File: src/rtl/squareroot_mahsqr_k8.sv
// Hybrid approximate square root (MAHSQR, k=8) for 16-bit unsigned radicands.
// Upper 4 root bits come from an exact digit recurrence on R[15:8]. Lower 4 bits
// come from an LOD-based approximate division rem*256+R[7:0] / (32*z), with z
// rounded to the nearest power of two. When R < 256 the low byte's exact root is
// used instead.
module squareroot_mahsqr_k8 (
  input  logic        clk,
  input  logic        rst,
  input  logic [15:0] R,
  output logic [7:0]  final_op
);

  // Restoring digit-recurrence integer square root of an 8-bit value (4 iterations)
  function automatic logic [3:0] isqrt8(input logic [7:0] x);
    logic [9:0] acc;
    logic [9:0] trial;
    logic [3:0] root;
    acc  = '0;
    root = '0;
    for (int i = 3; i >= 0; i--) begin
      acc   = {acc[7:0], x[2*i+1 -: 2]};
      trial = {4'b0000, root, 2'b01};
      if (acc >= trial) begin
        acc  = acc - trial;
        root = {root[2:0], 1'b1};
      end else begin
        root = {root[2:0], 1'b0};
      end
    end
    return root;
  endfunction

  // Debug-visible internal nodes
  logic [3:0]  quo_exact_z;
  logic [7:0]  rem;
  logic [15:0] num;
  logic [7:0]  zm;
  logic [7:0]  Y;
  logic [7:0]  y;
  logic [2:0]  mLOD;
  logic [3:0]  shamt;
  logic [15:0] shifted_num;
  logic [15:0] shifted_num_up;
  logic [7:0]  maybe_Q_0;
  logic [7:0]  maybe_Q_1;
  logic        sel_up;
  logic        z_nz;
  logic [3:0]  quo_lo;
  logic [7:0]  quo_exact_x;
  logic [7:0]  final_op_d;
  logic [7:0]  final_op_q;

  // Exact root of the upper byte, its remainder, and the fraction numerator
  always_comb begin
    quo_exact_z = isqrt8(R[15:8]);
    rem         = R[15:8] - ({4'b0000, quo_exact_z} * {4'b0000, quo_exact_z});
    num         = {rem, R[7:0]};
    zm          = {4'b0000, quo_exact_z};
    Y           = zm;
    z_nz        = (Y != 8'h00);
    quo_lo      = isqrt8(R[7:0]);
  end

  // Leading-one position of z; only meaningful when z is nonzero
  always_comb begin
    if (quo_exact_z[3])      mLOD = 3'd3;
    else if (quo_exact_z[2]) mLOD = 3'd2;
    else if (quo_exact_z[1]) mLOD = 3'd1;
    else                     mLOD = 3'd0;
  end

  // Round z up to the next power of two when the bit below the leading one is set
  always_comb begin
    sel_up = 1'b0;
    case (mLOD)
      3'd1:    sel_up = quo_exact_z[0];
      3'd2:    sel_up = quo_exact_z[1];
      3'd3:    sel_up = quo_exact_z[2];
      default: sel_up = 1'b0;
    endcase
  end

  // Shift-based division by 32*2^mLOD (or 32*2^(mLOD+1)), saturated to 8 bits
  always_comb begin
    shamt          = {1'b0, mLOD} + 4'd5;
    shifted_num    = num >> shamt;
    shifted_num_up = shifted_num >> 1;
    maybe_Q_0      = (|shifted_num[15:8])    ? 8'hFF : shifted_num[7:0];
    maybe_Q_1      = (|shifted_num_up[15:8]) ? 8'hFF : shifted_num_up[7:0];
    y              = sel_up ? maybe_Q_1 : maybe_Q_0;
  end

  // Clamp the fraction to 4 bits, or use the exact low-byte root when z is zero
  always_comb begin
    if (z_nz) begin
      quo_exact_x = (y > 8'd15) ? 8'd15 : y;
    end else begin
      quo_exact_x = {4'b0000, quo_lo};
    end
    // {z,4'b0} is zero when z is zero, so one adder covers both cases; max 255
    final_op_d = {quo_exact_z, 4'b0000} + quo_exact_x;
  end

  // Output register with synchronous reset taking priority
  always_ff @(posedge clk) begin
    if (rst) final_op_q <= 8'h00;
    else     final_op_q <= final_op_d;
  end

  assign final_op = final_op_q;

endmodule

File: config.mk
export PLATFORM = sky130hd
export DESIGN_NAME = squareroot_mahsqr_k8
export DESIGN_NICKNAME = d
export VERILOG_FILES = /design/src/rtl/squareroot_mahsqr_k8.sv
export SDC_FILE = /design/constraint.sdc
export NUM_CORES = 1
export LEC_CHECK = 0
export ABC_AREA = 1
export CAP_MARGIN = 20
export CORE_MARGIN = 2
export CORE_UTILIZATION = 25
export CTS_BUF_LIST = sky130_fd_sc_hd__clkbuf_8
export CTS_CLUSTER_DIAMETER = 60
export CTS_CLUSTER_SIZE = 8
export DETAILED_ROUTE_END_ITERATION = 6
export PLACE_DENSITY = 0.51
export SLEW_MARGIN = 20
export SYNTH_ARGS = -nofsm -noshare
export SYNTH_HDL_FRONTEND = slang
export SYNTH_SLANG_ARGS = --single-unit
export TNS_END_PERCENT = 30
File: constraint.sdc
create_clock -name clk -period 9.15 [get_ports clk]
set_input_delay 1.83 -clock clk [delete_from_list [all_inputs] [get_ports clk]]
set_output_delay 1.83 -clock clk [all_outputs]
set_load 0.03 [all_outputs]
==> results.toml <==
[synthesis]
synth-simple-area-share_pct = 45.2
synth_flop_cell = "dfxtp_1"
synth_area_per_cell_um2 = 5.91
synth_edf_count = 0
synth_top_family_by_area = "simple AND/OR/NAND/NOR gates"
synthMuxAreaShare_pct = 0
synth-seq-area-share_pct = 6.78
synthAdderAreaFrac_pct = 21.9
synth_cells = 400
ys_seq_elements = 8
synthesis.area_um2 = 2360
synth.distinct_cells = 31
synth-async-reset-ratio_pct = 0
yosys_warnings = 0
synthXorXnorAreaFrac_pct = 5.19
synth-compound-area-share_pct = 8.26

[clock_network]
clkTransAtPathRegs_ns = 0.04
clock_tree.root_cell = "clkbuf_8"
cts_hold_buf = 0
cts_sinks = 8
post_cts_buffers = 0
cts_resized = 0
ctsLongestPathBuffers = 2
cts_tree = "done"
htree_levels = 1
cts_buffers = 3

[placement]
pre_cts_slack_ns = 1.02
gp_congestion = 0.821
hpwl_um = 4850
dpl_cell_area_um2 = 2750
portBuffers = 25

[worst_setup_path]
crit_top_cell = "nand2_1"
startpoint_type = "primary input"
cp.required_ns = 9.33
cp-end-kind = "flip-flop"
crit_path_top_delay_cell = "clkdlybuf4s50_1"
slowest_delay_ns = 0.54
critical_path.top_delay_family = "simple AND/OR/NAND/NOR gates"
arrival_ns = 8.08
worstSetupPathType = "in2reg"
crit_fanout = 14
crit_start = "R[12]"
crit_cells = 41
critPathBufInv = 7

[hold_path]
hp-class = "in2reg"
hold_path_end = "final_op[5]"
min_path_cells = 2
hp-start = "rst"

[routing]
vias_per_cell = 4.48
num_vias = 2412
drtIter0Drc = 65
drcViolationCount = 0
dr.pass1.iters = 4
wl_per_cell_um = 10.6
postRouteWirelength_um = 5690
antenna_left = 0

[flow_run]
maxCapViolCount = 0

[sta]
rsz0062_at_grt = "false"
fin_ws_ns = 1.25
tightest_slew_ns = 0.654
period_minus_slack_ns = 7.90
fin_tns_setup_ns = 0
timing.final.max_slew_violations = 0
hold_viol_final = 0
fmax_mhz = 127
slew_headroom_pct = 56.3
timing.final.crit_share_pct = 86.4
setup_violations = 0

[floorplanning]
die-area_um2 = 10200
die-width_um = 101
start_util_pct = 25.7
die_h_um = 101
ios = 26
core-area_um2 = 9200
fp-row-count = 35

[cells_and_area]
multi_input_area_um2 = 1920
regArea_um2 = 160
syn_to_final_growth_pct = 17.9
n_antenna_cell = 0
final_core_util_pct = 30.3
nNetsFinal = 486
layout-drive-gt1-share_pct = 8.90
nFillCells = 1047
largest_reg_flops = 8
finalInstanceArea_um2 = 2790

[grt]
grt_pass1_vias = 2356
overflow = 0
grt_max_degree = 17
track_usage_pct = 11.6
antenna_found_initial = 0
grt_pass1_wl_um = 10100

[power]
power.total_mw = 0.478
power_leakage_nw = 1.49
worst_ir_drop_vdd_mv = 0.0450
power.density_nw_per_um2 = 172

[outcome]
status = "finished clean"
## cell usage in the layout, fill, tap and decap left out, types with 2 or more instances in the layout
| cell type | n |
|---|---|
| a21oi_1 | 14 |
| clkbuf_8 | 3 |
| clkdlybuf4s50_1 | 25 |
| conb_1 | 4 |
| dfxtp_1 | 8 |
| fa_1 | 4 |
| ha_1 | 35 |
| inv_1 | 64 |
| inv_2 | 8 |
| nand2_1 | 108 |
| nand2_2 | 8 |
| nand2_4 | 2 |
| nand3_1 | 54 |
| nand3_2 | 4 |
| nand3b_1 | 3 |
| nor2_1 | 34 |
| nor2_2 | 3 |
| nor2_4 | 4 |
| o21a_1 | 3 |
| o21ai_0 | 15 |
| xnor2_1 | 5 |
| xor2_1 | 9 |
## stage by stage
stage / hold WS, ns / instances
floorplan: 2.10 / 402
global placement: 2.57 / 535
detailed placement: 2.56 / 535
CTS: 2.33 / 538
global route: 2.38 / 538
finish: 2.33 / 538
## worst max path at each step
stage / end / slack [ns]
floorplan: final_op[1] / 2.08
global placement: final_op[2] / 1.17
detailed placement: final_op[2] / 1.02
CTS: final_op[2] / 1.25
global route: final_op[0] / 0.47
finish: final_op[3] / 1.25
## synth_stat cells, types with 4 or more instances
library cell	number	area, um^2
nand2_2	8	50.1
a21oi_1	14	70.1
nor2_4	4	45.0
nand2_1	108	405
o21ai_0	15	75.1
xnor2_1	5	43.8
nor2_1	34	128
inv_2	8	30.0
inv_1	64	240
xor2_1	9	78.8
fa_1	4	80.1
nand3_1	54	270
dfxtp_1	8	160
nand3_2	4	40.0
ha_1	35	438
## cell type report
type                    count  area share [%]
clock buffers               3            1.48
inverters                  72            9.70
multi-input cells         318            68.8
flip-flops and latches      8            5.75
well taps                 111            4.98
repair buffers             26            9.25
## kinds of logic after synthesis
logic type,after synthesis
AO/OA/AOI/OAI,35
XOR/XNOR,14
adder cells (fa/ha/maj),39
buffers and inverters,76
flip-flops,8
other,2
AND/OR/NAND/NOR,226
## where the power goes
group	internal, mW	switching (mW)	leakage [nW]
clock	0.0284	0.0131	0.0216
sequential	0.0416	0.00165	0.0671
combinational	0.152	0.241	1.40
## per-layer routing
| layer | track usage [%] | wire length [um] | up-vias |
|---|---|---|---|
| li1 | - | - | 1315 |
| met5 | 0 | 0 | - |
| met2 | 19.9 | 2560 | 31 |
| met3 | 1.17 | 167 | 7 |
| met4 | 2.29 | 55 | 0 |
| met1 | 15.8 | 2910 | 1059 |
Note: power is estimated with default switching activity, not from simulation.
